[src/rtl/regfile_pkg.sv]
// Shared defaults and types for the register file writeback slice.
package regfile_pkg;

  localparam int unsigned DATA_WIDTH = 8;
  localparam int unsigned ADDR_WIDTH = 2;
  localparam int unsigned FIFO_DEPTH = 2;
  localparam int unsigned ZERO_REG   = 0;

  typedef struct packed {
    logic                  we;
    logic [ADDR_WIDTH-1:0] addr;
    logic [DATA_WIDTH-1:0] data;
  } wb_entry_t;

endpackage

[src/rtl/regfile_writeback_wb_fifo.sv]
// Two-entry writeback FIFO; exposes head for draining and both entries,
// ordered by age, for read bypass.
module wb_fifo #(
  parameter type entry_t = regfile_pkg::wb_entry_t
) (
  input  logic       clk,
  input  logic       reset_n,
  input  logic       push,
  input  entry_t     push_entry,
  input  logic       pop,
  output logic [1:0] count,
  output entry_t     head,
  output entry_t     young,
  output logic       young_vld,
  output entry_t     old,
  output logic       old_vld
);

  entry_t     mem_q [2];
  entry_t     mem_d [2];
  logic       wr_ptr_q, wr_ptr_d;
  logic       rd_ptr_q, rd_ptr_d;
  logic [1:0] count_q, count_d;

  always_comb begin
    mem_d    = mem_q;
    wr_ptr_d = wr_ptr_q;
    rd_ptr_d = rd_ptr_q;
    count_d  = count_q;
    if (push) begin
      mem_d[wr_ptr_q] = push_entry;
      wr_ptr_d        = ~wr_ptr_q;
    end
    if (pop) begin
      rd_ptr_d = ~rd_ptr_q;
    end
    case ({push, pop})
      2'b10:   count_d = count_q + 2'd1;
      2'b01:   count_d = count_q - 2'd1;
      default: count_d = count_q;
    endcase
  end

  always_ff @(posedge clk or negedge reset_n) begin
    if (!reset_n) begin
      mem_q    <= '{default: '0};
      wr_ptr_q <= 1'b0;
      rd_ptr_q <= 1'b0;
      count_q  <= '0;
    end else begin
      mem_q    <= mem_d;
      wr_ptr_q <= wr_ptr_d;
      rd_ptr_q <= rd_ptr_d;
      count_q  <= count_d;
    end
  end

  // Youngest entry sits just behind the write pointer; when full, the
  // write pointer has caught up with the oldest entry.
  assign count     = count_q;
  assign head      = mem_q[rd_ptr_q];
  assign young     = mem_q[~wr_ptr_q];
  assign young_vld = (count_q != 2'd0);
  assign old       = mem_q[wr_ptr_q];
  assign old_vld   = (count_q == 2'd2);

endmodule

[src/rtl/regfile_writeback.sv]
// Register file with a 2-entry writeback buffer, busy scoreboard and two
// combinational read ports that bypass from buffered writes.
module regfile_writeback #(
  parameter int unsigned DATA_WIDTH = regfile_pkg::DATA_WIDTH,
  parameter int unsigned ADDR_WIDTH = regfile_pkg::ADDR_WIDTH,
  parameter int unsigned FIFO_DEPTH = regfile_pkg::FIFO_DEPTH,
  parameter int unsigned NUM_REGS   = 2**ADDR_WIDTH
) (
  input  logic                  clk,
  input  logic                  reset_n,
  input  logic                  wb_valid,
  output logic                  wb_ready,
  input  logic                  write_enable,
  input  logic [ADDR_WIDTH-1:0] wb_addr,
  input  logic [DATA_WIDTH-1:0] wb_data,
  input  logic                  hold,
  input  logic                  issue_valid,
  input  logic [ADDR_WIDTH-1:0] issue_addr,
  input  logic [ADDR_WIDTH-1:0] rd_addr_a,
  output logic [DATA_WIDTH-1:0] rd_data_a,
  output logic                  rd_busy_a,
  input  logic [ADDR_WIDTH-1:0] rd_addr_b,
  output logic [DATA_WIDTH-1:0] rd_data_b,
  output logic                  rd_busy_b,
  output logic [NUM_REGS-1:0]   busy_vector,
  output logic [1:0]            fifo_count
);

  import regfile_pkg::*;

  localparam logic [ADDR_WIDTH-1:0] R0 = ADDR_WIDTH'(ZERO_REG);

  typedef struct packed {
    logic                  we;
    logic [ADDR_WIDTH-1:0] addr;
    logic [DATA_WIDTH-1:0] data;
  } entry_t;

  entry_t     push_entry, head, young, old;
  logic       young_vld, old_vld;
  logic [1:0] count;
  logic       accept, drain;

  logic [NUM_REGS-1:0][DATA_WIDTH-1:0] regs_q, regs_d;
  logic [NUM_REGS-1:0]                 busy_q, busy_d;

  assign wb_ready   = (count != 2'd2);
  assign accept     = wb_valid && wb_ready;
  assign drain      = !hold && (count != 2'd0);
  assign push_entry = '{we: write_enable, addr: wb_addr, data: wb_data};

  wb_fifo #(
    .entry_t(entry_t)
  ) u_fifo (
    .clk       (clk),
    .reset_n   (reset_n),
    .push      (accept),
    .push_entry(push_entry),
    .pop       (drain),
    .count     (count),
    .head      (head),
    .young     (young),
    .young_vld (young_vld),
    .old       (old),
    .old_vld   (old_vld)
  );

  always_comb begin
    regs_d = regs_q;
    if (drain && head.we && (head.addr != R0)) begin
      regs_d[head.addr] = head.data;
    end
  end

  // Clear-on-accept is applied first so a same-edge issue to that register wins.
  always_comb begin
    busy_d = busy_q;
    if (accept) begin
      busy_d[wb_addr] = 1'b0;
    end
    if (issue_valid && (issue_addr != R0)) begin
      busy_d[issue_addr] = 1'b1;
    end
  end

  always_ff @(posedge clk or negedge reset_n) begin
    if (!reset_n) begin
      regs_q <= '0;
      busy_q <= '0;
    end else begin
      regs_q <= regs_d;
      busy_q <= busy_d;
    end
  end

  function automatic logic [DATA_WIDTH-1:0] read_port(input logic [ADDR_WIDTH-1:0] a);
    if (a == R0) begin
      return '0;
    end else if (young_vld && young.we && (young.addr == a)) begin
      return young.data;
    end else if (old_vld && old.we && (old.addr == a)) begin
      return old.data;
    end else begin
      return regs_q[a];
    end
  endfunction

  always_comb begin
    rd_data_a = read_port(rd_addr_a);
    rd_data_b = read_port(rd_addr_b);
  end

  assign rd_busy_a   = busy_q[rd_addr_a];
  assign rd_busy_b   = busy_q[rd_addr_b];
  assign busy_vector = busy_q;
  assign fifo_count  = count;

endmodule

[config.mk]
export PLATFORM = sky130hd
export DESIGN_NAME = regfile_writeback
export DESIGN_NICKNAME = d
export VERILOG_FILES = /design/src/rtl/regfile_pkg.sv /design/src/rtl/regfile_writeback_wb_fifo.sv /design/src/rtl/regfile_writeback.sv
export SDC_FILE = /design/constraint.sdc
export NUM_CORES = 1
export LEC_CHECK = 0
export CORE_UTILIZATION = 40
export DETAILED_ROUTE_END_ITERATION = 7
export PLACE_DENSITY_LB_ADDON = 0.15
export SYNTH_ARGS = -nofsm -noshare
export SYNTH_HDL_FRONTEND = slang
export SYNTH_SLANG_ARGS = --single-unit
[constraint.sdc]
create_clock -name clk -period 6.2 [get_ports clk]
set_input_delay 1.55 -clock clk [delete_from_list [all_inputs] [get_ports clk]]
set_output_delay 1.55 -clock clk [all_outputs]
set_load 0.02 [all_outputs]
==> reports/results.tsv, run 1 <==
stage	metric	value	unit
outcome	outcome	finished clean	
route	drc	0	
power	p_int	1.431	mW
timing	slew_viol_final	0	
grt	grt.total_usage	19.70	%
logic_synthesis	syn_inst	315	
setup_path	crit_type	in2out	
floorplan	rows	34	
logic_synthesis	synthFlopType	dfrtp_1	
setup_path	r2r_start	u_fifo.rd_ptr_q	
cells_and_area	fillers	812	
power	p_clk_share	16.3	%
logic_synthesis	ys_ff_latch	62	
grt	grt_pass1_wl	14270	µm
power	netSwitchingFraction	40.46	%
route	drt-vias-per-instance	5.524	
grt	grt_pass1_vias	2575	
floorplan	start_util	41.35	%
clock_network	cts-resized-gates	0	
place	portBuffers	46	
logic_synthesis	synth_area_leader_cell	dfrtp_1	
power	power.net_switching	0.9726	mW
route	routed_wl	8843	µm
grt	antenna_found_initial	0	
timing	timing.slew.headroom	40.74	%
clock_network	h-tree-depth	3	
logic_synthesis	avgSynthCellArea	11.50	µm²
cells_and_area	area_delta_synth_final	19.34	%
clock_network	clkLatencyLatePin	0.33	ns
timing	skew	0.008660	ns
route	vias	2552	
setup_path	rrSetupSlack	3.81	ns
floorplan	fp.dieW	97.18	µm
clock_network	clock_sinks	62	
grt	gr-total-overflow	0	
floorplan	die_area	9443	µm²
logic_synthesis	synth_area_leaders	dfrtp_1 43%, mux2_2 11%, mux4_2 11%	
logic_synthesis	yosys_warnings	0	
setup_path	reg2reg_depth	5	
route	drt_iter0_drc	115	
logic_synthesis	synthArstFlopShare	100.0	%
power	p_per_area	556.0	nW/µm²
clock_network	root_buffer	clkbuf_8	
power	ir_drop	174.0	µV
logic_synthesis	yosysMostFrequentCell	dfrtp_1	
timing	hold_viol_final	0	
setup_path	crit_start	rd_addr_a[1]	
clock_network	clockBufferDepth	2	
setup_path	rr_endpoint	regs_q[25]	
logic_synthesis	synth_fp_nets	338	
route	wl_per_cell	19.14	µm
route	dr.pass1.iters	4	
timing	timing.hold.ws	0.4035	ns
cells_and_area	fin_nets	372	
floorplan	fp.dieH	97.18	µm
place	dp_hpwl	6144	µm
setup_path	critPathCapture	rd_data_a[0]	
logic_synthesis	synth_top_area_share	42.82	%
setup_path	critPathArrivalTime	3.94	ns
grt	grt_max_degree	63	
clock_network	hold_buffers	0	
cells_and_area	layout-drive-gt1-share	24.58	%
cells_and_area	design_area	4324	µm²
timing	rsz0062_at_grt	no	
timing	post-route-min-period	5.488	ns
hold_path	hp-class	reg2reg	
route	drtAntennaViolNets	0	
timing	worst_pin_slew	0.8889	ns
logic_synthesis	synth_top_cells_by_count	62 x dfrtp_1, 38 x a21oi_1, 37 x mux2_2	
floorplan	coreArea	8763	µm²
clock_network	cts_setup_buffers	0	
cells_and_area	n_antenna_cell	0	
power	power.share.sequential	32.9	%
place	place_congestion	0.8372	
job	max_cap_violations	0	
logic_synthesis	synth_edf_count	0	
timing	period_share	88.51	%
logic_synthesis	synth_seq_area_share	42.82	%
timing	clock.fmax	0.1822	GHz
timing	setup_viol	0	
clock_network	cts.clk_slew.worst_paths	0.07	ns
power	pwr-share-comb	50.8	%
power	p_leak	1.767	nW
floorplan	io_pins	47	
setup_path	cp_data_required_time	4.65	ns
setup_path	cp-start-kind	input port	
setup_path	crit_fanout	16	
timing	tns	0	ns
clock_network	cts_tree	yes	
clock_network	cts_buffers	9	
logic_synthesis	netlist_area	3623	µm²
setup_path	cp-end-kind	output port	
logic_synthesis	synth_cell_types	43	
place	post_dp_cell_area	4110	µm²
per-stage QoR:
stage | setup slack [ns] | util [%] | power [mW] | instances
5_1_grt | 0.5989 | 49.34 | 2.554 | 462
2_1_floorplan | 1.685 | - | 1.626 | 315
3_3_place_gp | 0.7094 | 46.90 | 1.997 | 446
4_1_cts | 0.7107 | 49.34 | 2.417 | 462
6_report | 0.7124 | 49.34 | 2.404 | 462
3_5_place_dp | 0.7214 | 46.90 | 2.019 | 446
power by group through the flow:
stage	Clock [mW]	Combinational, mW	Sequential (mW)
after detailed placement	0	1.22	0.799
after CTS	0.401	1.23	0.790
final	0.392	1.22	0.791
after global routing	0.418	1.32	0.818
after floorplan	0	0.910	0.716
after global placement	0	1.21	0.787
area by class of cell:
cell class | instances | area [µm²] | area share [%]
multi-input combinational | 220 | 1904 | 44.04
sequential | 62 | 1551 | 35.88
timing repair buffer | 53 | 508.0 | 11.75
tap | 108 | 135.1 | 3.125
clock buffer | 10 | 127.6 | 2.951
clock inverter | 6 | 86.33 | 1.997
inverter | 3 | 11.26 | 0.2604
cell families (layout without fill, tap and decap cells):
logic type               Yosys count  count (layout)  synth area share, %
buffers and inverters             33              72                4.627
multiplexers                      86              86                31.73
XOR/XNOR                          13              13                3.142
AND/OR/NAND/NOR                   57              57                7.459
flip-flops                        62              62                42.82
adder cells (fa/ha/maj)            1               1               0.3452
AO/OA/AOI/OAI                     63              63                9.876
worst max-delay path: stages:
cell	delay, ns
clkdlybuf4s50_1	0.62
xnor2_1	0.22
or3_1	0.60
a21oi_1	0.30
clkdlybuf4s50_1	0.65
sequential cells by signal (all words and copies together) (netlist names):
signal           flops
u_fifo.wr_ptr_q      1
regs_q              32
busy_vector          4
u_fifo.rd_ptr_q      1
u_fifo.count         2
u_fifo.mem_q        22
worst min-delay path by stage:
stage,startpoint,to,slack [ns],cells past startpoint
floorplan,regs_q[0],regs_q[0],0.44,1
global placement,regs_q[7],regs_q[7],0.38,0
detailed placement,regs_q[7],regs_q[7],0.39,0
CTS,regs_q[1],regs_q[1],0.41,0
global route,regs_q[2],regs_q[2],0.42,0
finish,regs_q[5],regs_q[5],0.40,0
cell usage in the layout (no fill, tap or decap), types with 3 or more instances in the layout:
master / synthesis / layout
clkdlybuf4s50_1: 0 / 45
nand2_1: 5 / 5
o22ai_1: 7 / 7
xor2_1: 6 / 6
mux2i_1: 28 / 28
buf_4: 1 / 7
mux2_2: 37 / 37
nor2_1: 32 / 32
dfrtp_1: 62 / 62
mux4_2: 18 / 18
o21ai_1: 4 / 4
xnor2_1: 7 / 7
o21ai_0: 5 / 5
clkbuf_8: 0 / 9
a21oi_1: 38 / 38
or3_1: 3 / 3
nand3_1: 3 / 3
per-layer routing:
layer	up-vias	wire length (µm)	global-route usage, %	part of all wire [%]
met4	0	82	5.626	0.93
met2	75	4086	30.23	46
met5	-	0	0	0
met1	1256	4185	28.27	47
li1	1213	-	-	-
met3	8	489	4.029	5.5
Power figures use the tool's default switching activity.
==> run 2: changes to the inputs <==
--- a/config.mk
+++ b/config.mk
@@ -5,7 +5,7 @@
 export SDC_FILE = /design/constraint.sdc
 export NUM_CORES = 1
 export LEC_CHECK = 0
-export CORE_UTILIZATION = 40
+export CORE_UTILIZATION = 55
 export DETAILED_ROUTE_END_ITERATION = 7
 export PLACE_DENSITY_LB_ADDON = 0.15
 export SYNTH_ARGS = -nofsm -noshare
==> reports/results.tsv, run 2 (synthesis gave the netlist of run 1 again) <==
stage	metric	value	unit	change
timing	setup_viol	0		unchanged
timing	skew	0.009494	ns	+0.0008337 ns
clock_network	cts_setup_buffers	0		unchanged
timing	timing.hold.ws	0.4088	ns	+0.005305 ns
route	met3_length	645	µm	+32%
clock_network	h-tree-depth	3		unchanged
setup_path	cp_data_required_time	4.65	ns	about the same
route	wl_met2	4102	µm	+0.39%
timing	hold_viol_final	0		unchanged
job	max_cap_violations	0		unchanged
route	drt_iter0_drc	258		+120%
cells_and_area	fin_nets	373		+0.27%
floorplan	fp.dieH	83.17	µm	-14%
clock_network	cts_tree	yes		
timing	post-route-min-period	5.566	ns	+0.07816 ns
setup_path	cp-start-kind	input port		
cells_and_area	largest_reg_flops	32		unchanged
setup_path	rrSetupSlack	3.70	ns	-0.11 ns
floorplan	die_area	6916	µm²	-27%
place	portBuffers	46		unchanged
timing	clock.fmax	0.1797	GHz	-1.4%
setup_path	critPathMaxStageDelay	0.76	ns	+0.11 ns
grt	grt_pass1_vias	2789		+8.3%
floorplan	coreArea	6350	µm²	-28%
route	routed_wl	8904	µm	+0.69%
cells_and_area	mostFrequentLayoutCell	dfrtp_1		
setup_path	cp.buffers_inverters	2		unchanged
clock_network	clkLatencyLatePin	0.36	ns	+0.03 ns
setup_path	crit_start	rd_addr_a[0]		
route	drtAntennaViolNets	0		unchanged
power	p_leak	1.811	nW	+2.5%
cells_and_area	layout_common_cells	62 x dfrtp_1, 45 x clkdlybuf4s50_1, 38 x a21oi_1		
timing	period_share	89.77	%	+1.3 points
route	drc	0		unchanged
hold_path	hold_path_startpoint	regs_q[4]		
power	p_per_area	583.5	nW/µm²	+4.9%
clock_network	clockBufferDepth	2		unchanged
timing	timing.slew.headroom	40.78	%	about the same
setup_path	crit_family	buffers and inverters		
route	wl_per_cell	20.61	µm	+7.7%
power	ir_drop	374.3	µV	+120%
timing	rsz0062_at_grt	no		
timing	tns	0	ns	unchanged
floorplan	io_pins	47		unchanged
clock_network	cts.clk_slew.worst_paths	0.07	ns	about the same
cells_and_area	n_antenna_cell	0		unchanged
hold_path	hp-class	reg2reg		
grt	grt_max_degree	63		unchanged
cells_and_area	layout-drive-gt1-share	25.07	%	+0.49 points
timing	worst_pin_slew	0.8883	ns	-0.0005838 ns
floorplan	start_util	57.06	%	+16 points
floorplan	fp.dieW	83.17	µm	-14%
cells_and_area	fillers	462		-43%
setup_path	crit_type	in2out		
clock_network	clock_sinks	62		unchanged
outcome	outcome	finished clean		
setup_path	r2r_start	u_fifo.rd_ptr_q		
clock_network	cts-resized-gates	0		unchanged
setup_path	critPathArrivalTime	4.02	ns	+0.08 ns
route	topRoutingLayerUsed	met4		
timing	slew_viol_final	0		unchanged
clock_network	cts_buffers	9		unchanged
route	drt-vias-per-instance	6.206		+12%
clock_network	root_buffer	clkbuf_8		
setup_path	cpMaxStageDelayCell	clkdlybuf4s50_1		
setup_path	cpMostUsedCell	clkdlybuf4s50_1		
clock_network	hold_buffers	0		unchanged
route	vias	2681		+5.1%
cells_and_area	regMostFlops	regs_q		
grt	grt.total_usage	27.86	%	+8.2 points
place	place_congestion	0.8323		-0.59%
grt	gr-total-overflow	0		unchanged
route	drt-met1-wl	4030	µm	-3.7%
cells_and_area	design_area	4370	µm²	+1.1%
setup_path	cp_cell_sequence	clkdlybuf4s50_1 -> xor2_1 -> nand3_2 -> mux2i_1 -> a21oi_1 -> clkdlybuf4s50_1		
place	post_dp_cell_area	4079	µm²	-0.76%
grt	grt_pass1_wl	14530	µm	+1.8%
floorplan	rows	29		-15%
route	dr.pass1.iters	7		+3
setup_path	crit_fanout	7		-9
grt	antenna_found_initial	0		unchanged
cells_and_area	area_delta_synth_final	20.61	%	
place	dp_hpwl	5886	µm	-4.2%
setup_path	cp-end-kind	output port		
run 2: layout make-up:
type | count | area, µm² | area share (%)
inverters | 3 | 11.26 | 0.2577
repair buffers | 54 | 515.5 | 11.80
clock inverters | 7 | 167.7 | 3.836
well taps | 77 | 96.34 | 2.204
clock buffers | 9 | 123.9 | 2.834
flip-flops and latches | 62 | 1551 | 35.50
multi-input cells | 220 | 1904 | 43.57
run 2: metrics by stage:
step,std cells,power [mW],setup slack (ns),util (%)
detailed placement,416,2.010,0.6964,64.24
global placement,416,1.987,0.7200,64.24
global route,432,2.696,0.5567,68.83
finish,432,2.550,0.6342,68.83
floorplan,315,1.626,1.685,-
CTS,432,2.548,0.6783,68.83
run 2: layer usage:
| metal | vias up | track usage (%) |
|---|---|---|
| met5 | - | 0 |
| li1 | 1220 | - |
| met2 | 114 | 40.76 |
| met1 | 1335 | 40.13 |
| met4 | 0 | 9.248 |
| met3 | 12 | 7.952 |
run 2: where the power goes:
part	leakage [nW]	switching [mW]	internal (mW)
Combinational	0.927	0.593	0.626
Sequential	0.739	0.222	0.581
Clock	0.144	0.177	0.351
run 2: worst paths after layout:
check,end,cells after the start
hold reg to reg,regs_q[4],0
setup reg to reg,regs_q[24],4
min in group asynchronous,u_fifo.count[1],2
hold / removal,regs_q[4],0
setup / recovery,rd_data_a[6],6
max in group asynchronous,regs_q[17],2
==> run 3: changes to the inputs <==
==> constraint.sdc (replaced) <==
create_clock -name clk -period 6.97 [get_ports clk]
set_input_delay 1.7425 -clock clk [delete_from_list [all_inputs] [get_ports clk]]
set_output_delay 1.7425 -clock clk [all_outputs]
set_load 0.02 [all_outputs]
==> reports/results.tsv, run 3 (synthesis gave the netlist of run 1 again) <==
stage	metric	value	unit	change
floorplan	fp.dieH	83.17	µm	unchanged
power	power.share.sequential	34.0	%	+2.5 points
clock_network	root_buffer	clkbuf_8		
timing	clock.fmax	0.1638	GHz	
cells_and_area	layout-drive-gt1-share	23.58	%	-1.5 points
power	p_clk_share	13.5	%	-7.2 points
clock_network	cts_setup_buffers	0		unchanged
cells_and_area	seq_area	1551	µm²	unchanged
floorplan	coreArea	6350	µm²	unchanged
cells_and_area	mostFrequentLayoutCell	dfrtp_1		
grt	grt.total_usage	25.95	%	-1.9 points
setup_path	cp_cell_sequence	clkdlybuf4s50_1 -> xnor2_1 -> or3_1 -> nor2_1 -> o21a_1 -> clkdlybuf4s50_1		
power	netSwitchingFraction	40.54	%	+1.6 points
cells_and_area	multi_input_area	1904	µm²	unchanged
route	routed_wl	8302	µm	-6.8%
timing	rsz0062_at_grt	no		
cells_and_area	fillers	488		+5.6%
cells_and_area	fin_util	66.64	%	-2.2 points
power	ir_drop	335.0	µV	-11%
clock_network	cts.clk_slew.worst_paths	0.07	ns	about the same
timing	setup_viol	0		unchanged
floorplan	start_util	57.06	%	unchanged
cells_and_area	regMostFlops	regs_q		
place	place_congestion	0.8085		-2.9%
timing	hold_viol_final	0		unchanged
clock_network	cts_buffers	9		unchanged
timing	slew_viol_final	0		unchanged
setup_path	critPathMaxStageDelay	0.75	ns	about the same
floorplan	rows	29		unchanged
grt	antenna_found_initial	0		unchanged
place	dp_hpwl	5474	µm	-7.0%
grt	grt_pass1_wl	13750	µm	-5.4%
setup_path	cp-end-kind	output port		
setup_path	crit_fanout	16		+9
setup_path	cpMostUsedCell	clkdlybuf4s50_1		
route	drt-vias-per-instance	6.002		-3.3%
clock_network	clkLatencyLatePin	0.33	ns	-0.03 ns
timing	skew	0.006036	ns	-0.003458 ns
route	drtAntennaViolNets	0		unchanged
timing	worst_pin_slew	0.8709	ns	-0.01742 ns
clock_network	cts_tree	yes		
place	portBuffers	46		unchanged
setup_path	cp-start-kind	input port		
cells_and_area	area_delta_synth_final	16.78	%	
cells_and_area	fin_nets	371		-0.54%
clock_network	clock_sinks	62		unchanged
timing	timing.slew.headroom	41.94	%	+1.2 points
setup_path	cpMaxStageDelayCell	clkdlybuf4s50_1		
timing	period_share	87.57	%	
clock_network	cts-resized-gates	0		unchanged
setup_path	cp_data_required_time	5.23	ns	+0.58 ns
route	wl_per_cell	19.35	µm	-6.1%
cells_and_area	n_antenna_cell	0		unchanged
job	max_cap_violations	0		unchanged
cells_and_area	largest_reg_flops	32		unchanged
setup_path	crit_type	in2out		
timing	post-route-min-period	6.104	ns	
route	drt_iter0_drc	151		-41%
grt	grt_max_degree	63		unchanged
hold_path	hp-class	reg2reg		
clock_network	clockBufferDepth	2		unchanged
timing	tns	0	ns	unchanged
floorplan	die_area	6916	µm²	unchanged
power	p_leak	1.743	nW	-3.8%
floorplan	io_pins	47		unchanged
floorplan	fp.dieW	83.17	µm	unchanged
grt	grt_pass1_vias	2665		-4.4%
power	pwr-share-comb	52.5	%	+4.7 points
setup_path	critPathArrivalTime	4.36	ns	+0.34 ns
grt	gr-total-overflow	0		unchanged
clock_network	hold_buffers	0		unchanged
cells_and_area	layout_common_cells	62 x dfrtp_1, 45 x clkdlybuf4s50_1, 38 x a21oi_1		
route	dr.pass1.iters	4		-3
route	drc	0		unchanged
power	p_int	1.218	mW	-22%
power	power.net_switching	0.8306	mW	-16%
route	vias	2575		-4.0%
power	p_per_area	484.2	nW/µm²	-17%
outcome	outcome	finished clean		
clock_network	h-tree-depth	3		unchanged
## run 3: stage by stage
stage | hold slack (ns) | power [mW] | worst slack [ns] | std cells | cell area, µm²
final | 0.4008 | 2.049 | 0.8663 | 429 | 4232
after global routing | 0.4129 | 2.183 | 0.7734 | 429 | 4232
after CTS | 0.3994 | 2.060 | 0.8717 | 429 | 4232
after detailed placement | 0.3847 | 1.773 | 0.8761 | 414 | 4064
after global placement | 0.3776 | 1.748 | 0.8855 | 414 | 4064
after floorplan | 0.4413 | 1.446 | 2.070 | 315 | 3623
## run 3: critical path: cells and delay by family
| kind | cells | cell delay [ns] |
|---|---|---|
| AO/OA/AOI/OAI | 1 | 0.13 |
| XOR/XNOR | 1 | 0.28 |
| buffers and inverters | 2 | 1.35 |
| AND/OR/NAND/NOR | 2 | 0.85 |
## run 3: layout make-up
cell class,instances,area share [%]
Multi-Input combinational cell,220,45.00
Timing Repair Buffer,52,11.83
Clock buffer,14,3.844
Inverter,3,0.2661
Clock inverter,1,0.1183
Sequential cell,62,36.66
Tap cell,77,2.277
## run 3: path summary, 6_finish.rpt
| path | start | end | slack [ns] | cells past startpoint |
|---|---|---|---|---|
| min in group asynchronous | reset_n | u_fifo.wr_ptr_q | 1.55 | 2 |
| max | rd_addr_a[1] | rd_data_a[2] | 0.87 | 6 |
| max in group asynchronous | reset_n | u_fifo.mem_q[10] | 4.89 | 2 |
| max reg2reg | u_fifo.rd_ptr_q | regs_q[26] | 4.51 | 5 |
| min | regs_q[7] | regs_q[7] | 0.40 | 0 |
| min reg2reg | regs_q[7] | regs_q[7] | 0.40 | 0 |
## run 3: routing by layer
metal | track usage, % | routed length [µm] | share of wire (%) | up-vias
met5 | 0 | 0 | 0 | -
met3 | 4.076 | 558 | 6.7 | 12
met4 | 10.66 | 118 | 1.4 | 0
li1 | - | - | - | 1216
met1 | 37.87 | 3827 | 46 | 1260
met2 | 38.97 | 3798 | 46 | 87
## run 3: power groups by stage
stage / Clock [mW] / Sequential, mW / Combinational [mW]
global placement: 0 / 0.692 / 1.06
finish: 0.276 / 0.697 / 1.08
floorplan: 0 / 0.637 / 0.810
detailed placement: 0 / 0.702 / 1.07
CTS: 0.284 / 0.696 / 1.08
global route: 0.299 / 0.725 / 1.16
